## src/rtl/wb_sram_bridge_pkg.sv

```systemverilog
// ---------------------------------------------------------------------------
// wb_sram_bridge_pkg
// Shared definitions for the Wishbone-to-SRAM-controller bridge:
//   - memory controller request codes (none / read / write)
//   - default SRAM word-address width
//   - 3-bit bridge FSM state encodings
// ---------------------------------------------------------------------------
package wb_sram_bridge_pkg;

   // Request codes understood by the SRAM memory controller
   localparam logic [1:0] MEM_OP_NONE  = 2'b00;
   localparam logic [1:0] MEM_OP_READ  = 2'b01;
   localparam logic [1:0] MEM_OP_WRITE = 2'b11;

   // Default SRAM word-address width
   localparam int KICP_SRAM_AWIDTH = 10;

   // Width of the hung-operation watchdog counter
   localparam int TIMEOUT_CNT_W = 8;

   // Bridge FSM states
   typedef enum logic [2:0] {
      ST_IDLE   = 3'd0,
      ST_READ   = 3'd1,
      ST_WRITE  = 3'd2,
      ST_RMW_RD = 3'd3,
      ST_RMW_WR = 3'd4,
      ST_ACK    = 3'd5,
      ST_ERR    = 3'd6
   } bridgeState_e;

endpackage

```

## src/rtl/wb_sram_byte_merge.sv

```systemverilog
// ---------------------------------------------------------------------------
// wb_sram_byte_merge
// Combinational byte merge used to emulate byte enables on a controller that
// only writes full words. Byte i of the result comes from the write word when
// sel_i[i] is set, otherwise from the word just read back from SRAM.
// Ports:
//   rdata_i  [31:0] word read from SRAM
//   wdata_i  [31:0] bus write data
//   sel_i    [3:0]  bus byte selects
//   merged_o [31:0] word to write back
// ---------------------------------------------------------------------------
module wb_sram_byte_merge (
   input  logic [31:0] rdata_i,
   input  logic [31:0] wdata_i,
   input  logic [3:0]  sel_i,
   output logic [31:0] merged_o
);

   // Start from the stored word and overlay every selected byte
   always_comb begin
      merged_o = rdata_i;
      for (int i = 0; i < 4; i++) begin
         if (sel_i[i]) begin
            merged_o[i*8 +: 8] = wdata_i[i*8 +: 8];
         end
      end
   end

endmodule

```

## src/rtl/wb_sram_bridge.sv

```systemverilog
// ---------------------------------------------------------------------------
// wb_sram_bridge
// Wishbone classic slave that converts bus cycles into the request/done
// handshake of the SRAM memory controller. Partial writes are done as a
// read-modify-write; a watchdog ends hung operations with an error.
// Ports:
//   clk, reset            clock, synchronous active-high reset
//   wbs_cyc_i/stb_i/we_i  Wishbone cycle, strobe, write enable
//   wbs_sel_i [3:0]       byte selects
//   wbs_adr_i [31:0]      byte address
//   wbs_dat_i [31:0]      write data
//   wbs_ack_o, wbs_err_o  one-cycle acknowledge / timeout error
//   wbs_dat_o [31:0]      read data, held until the next read completes
//   mem_op [1:0]          controller request (00 none, 01 read, 11 write)
//   mem_addr [AWIDTH-1:0] controller word address
//   mem_wdata [31:0]      controller write word
//   mem_opdone            controller completion pulse
//   mem_rdata [31:0]      controller read word, valid with mem_opdone
// ---------------------------------------------------------------------------
module wb_sram_bridge
   import wb_sram_bridge_pkg::*;
#(
   parameter int          AWIDTH    = KICP_SRAM_AWIDTH,
   parameter logic [31:0] BASE_ADDR = 32'h3000_0000,
   parameter int          TIMEOUT   = 255
) (
   input  logic              clk,
   input  logic              reset,
   input  logic              wbs_cyc_i,
   input  logic              wbs_stb_i,
   input  logic              wbs_we_i,
   input  logic [3:0]        wbs_sel_i,
   input  logic [31:0]       wbs_adr_i,
   input  logic [31:0]       wbs_dat_i,
   output logic              wbs_ack_o,
   output logic              wbs_err_o,
   output logic [31:0]       wbs_dat_o,
   output logic [1:0]        mem_op,
   output logic [AWIDTH-1:0] mem_addr,
   output logic [31:0]       mem_wdata,
   input  logic              mem_opdone,
   input  logic [31:0]       mem_rdata
);

   localparam logic [TIMEOUT_CNT_W-1:0] TIMEOUT_LAST = TIMEOUT_CNT_W'(TIMEOUT - 1);

   bridgeState_e             state_q, state_d;
   logic [1:0]               memOp_q, memOp_d;
   logic [AWIDTH-1:0]        memAddr_q, memAddr_d;
   logic [31:0]              memWdata_q, memWdata_d;
   logic [31:0]              wrData_q, wrData_d;
   logic [3:0]               sel_q, sel_d;
   logic [31:0]              datOut_q, datOut_d;
   logic                     ack_q, ack_d;
   logic                     err_q, err_d;
   logic [TIMEOUT_CNT_W-1:0] timeoutCnt_q, timeoutCnt_d;

   logic                     hit;
   logic                     waiting;
   logic [31:0]              mergedWord;
   logic                     unusedAdrBits;

   // Byte-lane bits of the address never reach the word-addressed controller
   assign unusedAdrBits = ^wbs_adr_i[1:0];

   // A request is ours only when the upper address bits match the window
   assign hit = wbs_cyc_i && wbs_stb_i &&
                (wbs_adr_i[31:AWIDTH+2] == BASE_ADDR[31:AWIDTH+2]);

   // Waiting on the controller means a request is actually on the wire; the
   // one-cycle gap inside a read-modify-write has mem_op at none and is excluded
   assign waiting = (state_q inside {ST_READ, ST_WRITE, ST_RMW_RD, ST_RMW_WR}) &&
                    (memOp_q != MEM_OP_NONE);

   wb_sram_byte_merge u_merge (
      .rdata_i  (mem_rdata),
      .wdata_i  (wrData_q),
      .sel_i    (sel_q),
      .merged_o (mergedWord)
   );

   // State and output registers; everything the bus or controller sees
   // comes straight from a flop
   always_ff @(posedge clk) begin
      if (reset) begin
         state_q      <= ST_IDLE;
         memOp_q      <= MEM_OP_NONE;
         memAddr_q    <= '0;
         memWdata_q   <= '0;
         wrData_q     <= '0;
         sel_q        <= '0;
         datOut_q     <= '0;
         ack_q        <= 1'b0;
         err_q        <= 1'b0;
         timeoutCnt_q <= '0;
      end else begin
         state_q      <= state_d;
         memOp_q      <= memOp_d;
         memAddr_q    <= memAddr_d;
         memWdata_q   <= memWdata_d;
         wrData_q     <= wrData_d;
         sel_q        <= sel_d;
         datOut_q     <= datOut_d;
         ack_q        <= ack_d;
         err_q        <= err_d;
         timeoutCnt_q <= timeoutCnt_d;
      end
   end

   // Next-state logic. mem_op is dropped on the same edge that samples
   // mem_opdone so the controller never sees the request twice. The ack is
   // decided on the edge entering ACK so a master that already left the
   // cycle gets no acknowledge.
   always_comb begin
      state_d      = state_q;
      memOp_d      = memOp_q;
      memAddr_d    = memAddr_q;
      memWdata_d   = memWdata_q;
      wrData_d     = wrData_q;
      sel_d        = sel_q;
      datOut_d     = datOut_q;
      ack_d        = 1'b0;
      err_d        = 1'b0;
      timeoutCnt_d = timeoutCnt_q;

      case (state_q)
         ST_IDLE: begin
            if (hit) begin
               memAddr_d    = wbs_adr_i[AWIDTH+1:2];
               wrData_d     = wbs_dat_i;
               sel_d        = wbs_sel_i;
               timeoutCnt_d = '0;
               if (!wbs_we_i) begin
                  state_d = ST_READ;
                  memOp_d = MEM_OP_READ;
               end else if (wbs_sel_i == 4'hF) begin
                  state_d    = ST_WRITE;
                  memOp_d    = MEM_OP_WRITE;
                  memWdata_d = wbs_dat_i;
               end else if (wbs_sel_i == 4'h0) begin
                  state_d = ST_ACK;
                  ack_d   = wbs_cyc_i;
               end else begin
                  state_d = ST_RMW_RD;
                  memOp_d = MEM_OP_READ;
               end
            end
         end
         ST_READ: begin
            if (mem_opdone) begin
               datOut_d = mem_rdata;
               memOp_d  = MEM_OP_NONE;
               state_d  = ST_ACK;
               ack_d    = wbs_cyc_i;
            end
         end
         ST_RMW_RD: begin
            if (mem_opdone) begin
               memWdata_d = mergedWord;
               memOp_d    = MEM_OP_NONE;
               state_d    = ST_RMW_WR;
            end
         end
         ST_RMW_WR: begin
            if (memOp_q == MEM_OP_NONE) begin
               memOp_d      = MEM_OP_WRITE;
               timeoutCnt_d = '0;
            end else if (mem_opdone) begin
               memOp_d = MEM_OP_NONE;
               state_d = ST_ACK;
               ack_d   = wbs_cyc_i;
            end
         end
         ST_WRITE: begin
            if (mem_opdone) begin
               memOp_d = MEM_OP_NONE;
               state_d = ST_ACK;
               ack_d   = wbs_cyc_i;
            end
         end
         ST_ACK: begin
            state_d = ST_IDLE;
         end
         ST_ERR: begin
            state_d = ST_IDLE;
         end
         default: begin
            state_d = ST_IDLE;
            memOp_d = MEM_OP_NONE;
         end
      endcase

      // Watchdog: abandon the request once it has been outstanding for
      // TIMEOUT cycles without a completion pulse
      if (waiting && !mem_opdone) begin
         if (timeoutCnt_q == TIMEOUT_LAST) begin
            memOp_d = MEM_OP_NONE;
            state_d = ST_ERR;
            err_d   = 1'b1;
         end else begin
            timeoutCnt_d = timeoutCnt_q + 1'b1;
         end
      end
   end

   assign wbs_ack_o = ack_q;
   assign wbs_err_o = err_q;
   assign wbs_dat_o = datOut_q;
   assign mem_op    = memOp_q;
   assign mem_addr  = memAddr_q;
   assign mem_wdata = memWdata_q;

endmodule

```

## config.mk

```make
export PLATFORM = sky130hd
export DESIGN_NAME = wb_sram_bridge
export DESIGN_NICKNAME = d
export VERILOG_FILES = /design/src/rtl/wb_sram_bridge_pkg.sv /design/src/rtl/wb_sram_byte_merge.sv /design/src/rtl/wb_sram_bridge.sv
export SDC_FILE = /design/constraint.sdc
export NUM_CORES = 1
export LEC_CHECK = 0
export ABC_AREA = 0
export ABC_CLOCK_PERIOD_IN_PS = 4900
export CAP_MARGIN = 20
export CELL_PAD_IN_SITES_DETAIL_PLACEMENT = 1
export CELL_PAD_IN_SITES_GLOBAL_PLACEMENT = 2
export CORE_MARGIN = 10
export CORE_UTILIZATION = 28
export CTS_CLUSTER_SIZE = 28
export DETAILED_ROUTE_END_ITERATION = 10
export HOLD_SLACK_MARGIN = 0.06
export PLACE_DENSITY = 0.81
export SLEW_MARGIN = 5
export SYNTH_ARGS = -nofsm -noshare
export SYNTH_HDL_FRONTEND = slang
export SYNTH_HIERARCHICAL = 1
export SYNTH_SLANG_ARGS = --single-unit
```

## constraint.sdc

```tcl
create_clock -name clk -period 4.9 [get_ports clk]
set_input_delay 1.47 -clock clk [delete_from_list [all_inputs] [get_ports clk]]
set_output_delay 1.47 -clock clk [all_outputs]
set_load 0.05 [all_outputs]
```

==> metrics.md <==
| Metric | Value |
|---|---|
| R2r setup slk | `2.39 ns` |
| Peak Freq | `285 MHz` |
| Die area | `26200 µm²` |
| Num rows | `51` |
| DRT antenna net count | `0` |
| Worst setup path class | `input port to register` |
| GR Overflow Total | `0` |
| Unrepaired setup endpoints after global routing | `false` |
| Port Buffers | `181` |
| Initial antenna violation count | `0` |
| Buf/Inv on CP | `2` |
| Via Count | `5359` |
| Critical path data required time | `5.21 ns` |
| Rel. slew slack | `35.5%` |
| GRT Total Usage | `15.6%` |
| Crit path capture type | `register` |
| Synth top cells by count | `175 x nand2_1, 125 x dfxtp_1, 117 x a21oi_1` |
| Yosys cell types | `41` |
| Wire length of the first global-routing pass | `32.7 mm` |
| Sink Count | `125` |
| Core Box Area | `19700 µm²` |
| Worst Tran Pin Value | `0.968 ns` |
| Skew-Pair Late Insertion Delay | `0.42 ns` |
| Worst Hold Class | `register to register` |
| Leak pwr | `2.96 nW` |
| Final WL | `20.8 mm` |
| CP top delay family | `simple AND/OR/NAND/NOR gates` |
| Peak supply drop | `0.240 mV` |
| Via density | `4.89` |
| Die height | `162 µm` |
| Dpl hpwl | `14.8 mm` |
| Hold buffers post-CTS | `0` |
| Predominant post-synthesis flop cell | `dfxtp_1` |
| CP arrival | `3.81 ns` |
| Ys async rst share | `0%` |
| Leading area contributor after synthesis | `dfxtp_1` |
| Mean routed wirelength per cell | `19.0 µm` |
| CP startpoint kind | `input port` |
| Syn Nets | `768` |
| Layout area overhead | `46.6%` |
| Post-synth EDFFs | `0` |
| Pin count of the biggest net entering global routing | `88` |
| #FFs+latches synth | `125` |
| Die X-Extent | `162 µm` |
| Count leader, synth | `nand2_1` |
| Routability cong. | `0.747` |
| Seq/Total Area, Yosys | `44.3%` |
| Mapped Area | `5650 µm²` |
| Nets | `924` |
| PD cells | `302 nW/µm²` |
| Fin crit period | `3.51 ns` |
| CTS buffer count | `17` |
| Clock transition at the registers of the reported paths | `0.06 ns` |
| Number of global-route vias before repair | `5760` |
| Final setup violation count | `0` |
| Post-CTS Setup Bufs | `0` |
| Crit path max fanout | `22` |
| Syn Inst Count | `660` |
| Layout cells sized above 1 | `9.89%` |
| Final period utilization | `71.5%` |
| Hold slack | `0.450 ns` |
| Outcome | `finished, final reports clean` |
| Area contributors post-synth | `dfxtp_1 44%, nand2_1 12%, a21oi_1 10%` |
| DR DRC count | `0` |
| Synthesized area per cell | `8.55 µm²` |
| Worst path cell trace | `clkdlybuf4s50_1 -> nor4_1 -> nand4_1 -> o21ai_4 -> buf_4 -> a21oi_1 -> a211oi_1` |
| Initial DRC Count | `247` |
| Initial Util | `28.7%` |
| CTS tree | `built` |
| Root Buffer Master | `clkbuf_16` |
| Total negative slack | `0 ns` |
| Top cell type's share of synthesized area | `44.3%` |
| Max H-tree Level | `4` |
| Max stage delay on crit path | `0.55 ns` |
| DR pass1 iterations | `4` |
| Warnings, synthesis | `6` |
| Crit-path slowest cell | `nor4_1` |
| Post-CTS Resized | `0` |
| Clock skew | `0.0147 ns` |
| Max Cap Viol | `0` |
| CTS Buffer Depth | `2` |
| Num ports | `184` |
| Final Slew Violations | `0` |
| Final-report hold violation count | `0` |
==> worst reg2reg max path: stages, from the launching register on <==
cell      delay [ns]
dfxtp_1         0.57
nor2b_1         0.44
nand3b_1        0.69
buf_4           0.48
nand2_1         0.10
a21oi_1         0.07
==> cells in the final DEF (no fill, tap or decap), types with 4 or more instances in the layout <==
cell / instances
clkdlybuf4s50_1: 180
clkbuf_16: 17
a211oi_1: 32
nand3_1: 9
clkinv_4: 5
mux2i_1: 33
nand4_1: 6
and4_1: 4
mux2_4: 32
nor3_1: 4
nand2_1: 174
dfxtp_1: 125
nor2_1: 18
xnor2_1: 5
buf_4: 11
a21oi_1: 117
nor4_1: 7
==> final cells by class <==
class / instances / area, µm²
fillers: 2294 / 11400
multi-input cells: 479 / 2910
flip-flops and latches: 125 / 2500
repair buffers: 192 / 1900
clock buffers: 20 / 457
well taps: 265 / 332
clock inverters: 12 / 163
inverters: 1 / 3.75
diodes: 1 / 2.50
==> registers in the layout, indices dropped and copies added (netlist names) <==
name / count
state_q: 3
sel_q: 4
wbs_ack_o: 1
mem_op: 2
mem_addr: 10
mem_wdata: 32
wrData_q: 32
wbs_dat_o: 32
wbs_err_o: 1
timeoutCnt_q: 8
==> layer usage <==
layer,GRT usage [%],share of wire [%],up-vias
met5,0,0,-
met4,4.92,1.3,0
met3,5.66,6.6,19
met2,26.2,48,139
met1,18.2,44,2580
li1,-,-,2621
==> path summary, 6_finish.rpt <==
kind / from / endpoint / depth (start not counted)
setup / recovery: wbs_adr_i[22] / mem_wdata[15]$_SDFFE_PP0P_ / 7
hold / removal: mem_addr[9]$_SDFFE_PP0P_ / mem_addr[9]$_SDFFE_PP0P_ / 2
setup reg to reg: state_q[0]$_SDFF_PP0_ / wbs_dat_o[24]$_SDFFE_PP0P_ / 5
hold reg to reg: mem_addr[9]$_SDFFE_PP0P_ / mem_addr[9]$_SDFFE_PP0P_ / 2
==> through the flow <==
step	util (%)	instances	setup WS, ns	total power, mW	instance area [µm²]
global placement	38.8	1061	1.00	1.19	7630
finish	42.1	1095	1.39	2.50	8280
floorplan	-	660	1.96	1.09	5650
global route	42.1	1094	1.14	2.59	8270
CTS	42.1	1094	1.39	2.53	8270
detailed placement	38.9	1062	0.977	1.20	7650
==> kinds of logic (layout without fill, tap and decap cells) <==
logic type / Yosys count / in the layout / synth area share [%]
flip-flops: 125 / 125 / 44.3
other: 0 / 1 / 0
adder cells (fa/ha/maj): 2 / 2 / 0.443
AND/OR/NAND/NOR: 242 / 242 / 19.0
AO/OA/AOI/OAI: 164 / 164 / 16.4
buffers and inverters: 56 / 225 / 4.54
XOR/XNOR: 6 / 6 / 0.931
multiplexers: 65 / 65 / 14.4
==> power breakdown <==
group	internal (mW)	leakage (nW)	switching, mW
clock network	0.832	0.302	0.488
registers	1.02	1.01	0.000000281
logic	0.0990	1.66	0.0593
total	1.95	2.96	0.548
Note: power is estimated with default switching activity, not from simulation.
==> patch (same flow settings) <==
Make the reset (`reset`) asynchronous in one clocked block. Comments in the files are not updated.
--- a/src/rtl/wb_sram_bridge.sv
+++ b/src/rtl/wb_sram_bridge.sv
@@ -83,3 +83,3 @@
    // comes straight from a flop
-   always_ff @(posedge clk) begin
+   always_ff @(posedge clk or posedge reset) begin
       if (reset) begin
Function: differs if reset is asserted again (counterexample within 4 cycles, from zero or initial values and one cycle with reset high); with reset held inactive, the same outputs for 4 cycles.
==> patch against the unedited design <==
Sequential cell count did not move. Worst hold slack better by 56 ps. Final area is 5.1% higher. Area after synthesis is 6.4% higher. Non-clock buffer count decreased by 6. Critical path depth unchanged. Wire length decreased by 13%. Worst setup slack worse by 130 ps. Critical endpoint is now timeoutCnt_q[7]$_DFF_PP0_.
Power is not compared: it rests on default switching activity, and its combinational part moved more than twofold at a synthesized area within 25%.
==> patch: results (changes against the unedited design) <==
[run_status]
status=completed

[hold_path]
hp-class=reg2reg
whs_endpoint=mem_addr[7]$_DFFE_PP0P_
hold_depth=1  ; -1
hp-start=mem_addr[7]$_DFFE_PP0P_

[place]
dp_cells=864  ; -19%
portBuffers=181  ; unchanged
post-dp-hpwl_mm=12.74  ; -14%
globalplace.congestion=0.7675  ; +2.8%

[clock_tree]
cts-root-buf=clkbuf_16
postCtsSetupBuffers=0  ; unchanged
clk_pin_slew_ps=60  ; about the same
cts_resized=0  ; unchanged
cts_made_buffers=17  ; unchanged
clkLatencyLatePin_ps=420  ; about the same
clockBufferDepth=2  ; unchanged
htree_levels=4  ; unchanged

[detailed_routing]
wl_mm=18.11  ; -13%
drtIter0Drc=140  ; -43%
via_per_inst=4.682  ; -4.3%
drtPass1Iterations=4  ; unchanged

[synth]
async_flop_share=1.000  ; +1.000
netlist_top_cells_area=dfrtp_1 52%, mux2_2 27%, mux2_4 8.0%
syn_inst=429  ; -35%
yosys-top-cells-count=142 x mux2_2, 125 x dfrtp_1, 32 x mux2_4
yosys_warnings=6  ; unchanged
synth_seq_area_share=0.5208  ; +0.07757
synth_nets=537  ; -30%
synthDistinctLibCells=42  ; +2.4%
yosys_most_used_dff=dfrtp_1

[worst_setup_path]
r2r_start=state_q[1]$_DFF_PP0_
regToRegEndpoint=timeoutCnt_q[7]$_DFF_PP0_
cp_max_fo=50  ; +130%
r2r_cells=5  ; unchanged
rrSetupSlack_ps=2290  ; -100 ps
arrival_ps=3910  ; +100 ps

[cells_and_area]
layout-drive-gt1-share=0.3494  ; +0.2505
stdcell_count=896  ; -18%
n_antenna_cell=0  ; -1
fillers=2184  ; -4.8%
final_nets=716  ; -23%

[global_route]
grt_pass1_wl_mm=28.80  ; -12%
grtUsageTotal=0.1301  ; -0.02609
grt_max_degree=126  ; +43%
antenna_found_initial=0  ; unchanged
grt_pass1_vias=4922  ; -15%

[pwr]
intPower_w=0.002587
p_leak_nw=3.821
irDropWorstVdd_v=0.0002850

[timing]
hold_ws_ps=506.5  ; +56.22 ps
fin_skew_ps=7.716  ; -7.033 ps
max_slew_margin=0.4783  ; +0.1233

patch: changes by cell type in the layout (fill, tap and decap cells not counted), sizes merged, moves of 7 or more:
cell	delta
a211oi	-32
a21oi	-108
buf	-7
dfrtp	+125
dfxtp	-125
mux2	+142
mux2i	-32
nand2	-164
nor2	-9
patch: worst max-delay path by stage:
stage	end	from
after detailed placement	timeoutCnt_q[7]$_DFF_PP0_	wbs_adr_i[29]
after global routing	timeoutCnt_q[2]$_DFF_PP0_	wbs_adr_i[14]
final	timeoutCnt_q[7]$_DFF_PP0_	wbs_adr_i[29]
after CTS	timeoutCnt_q[6]$_DFF_PP0_	wbs_adr_i[29]
after floorplan	mem_addr[0]$_DFFE_PP0P_	reset
after global placement	timeoutCnt_q[2]$_DFF_PP0_	wbs_adr_i[29]
patch: logic make-up (layout without fill, tap and decap cells):
kind of cell,after synthesis,count (layout),synth area share
AO/OA/AOI/OAI,35,35,0.03771
adder cells (fa/ha/maj),3,3,0.005833
flip-flops,125,125,0.5208
buffers and inverters,32,224,0.02917
multiplexers,175,175,0.3479
XOR/XNOR,1,1,0.001459
AND/OR/NAND/NOR,58,58,0.05708
patch: cell type report:
| cell class | count | share of cell area |
|---|---|---|
| Timing Repair Buffer | 186 | 0.2141 |
| Sequential cell | 125 | 0.3597 |
| Inverter | 6 | 0.002878 |
| Clock buffer | 20 | 0.05367 |
| Tap cell | 275 | 0.03957 |
| Multi-Input combinational cell | 272 | 0.3118 |
| Clock inverter | 12 | 0.01827 |
patch: power by group through the flow:
stage	registers [W]	clock network, W	logic [W]
global placement	0.00133	0	0.00134
CTS	0.00133	0.00137	0.00137
global route	0.00135	0.00142	0.00144
floorplan	0.00181	0	0.000400
finish	0.00133	0.00133	0.00136
detailed placement	0.00134	0	0.00137
patch: metal layers:
layer | part of all wire | track usage | wire length (um) | vias up
li1 | - | - | - | 1921
met1 | 0.40 | 0.1407 | 7319 | 2163
met2 | 0.52 | 0.2325 | 9494 | 96
met3 | 0.060 | 0.04848 | 1080 | 15
met4 | 0.012 | 0.03627 | 215 | 0
met5 | 0 | 0 | 0 | -
patch: metrics by stage:
step	total power (W)	area, sq um	setup slack (ps)
floorplan	0.002208	6006	102.4
global placement	0.002677	8070	850.1
detailed placement	0.002710	8070	803.1
CTS	0.004065	8696	1252
global route	0.004209	8696	1084
finish	0.004010	8696	1267
patch: critical path: stages:
cell	delay, ps
clkdlybuf4s50_1	450
nor4bb_1	300
nand4_1	270
nor3_4	250
buf_4	640
nand3b_1	390
a31oi_1	150
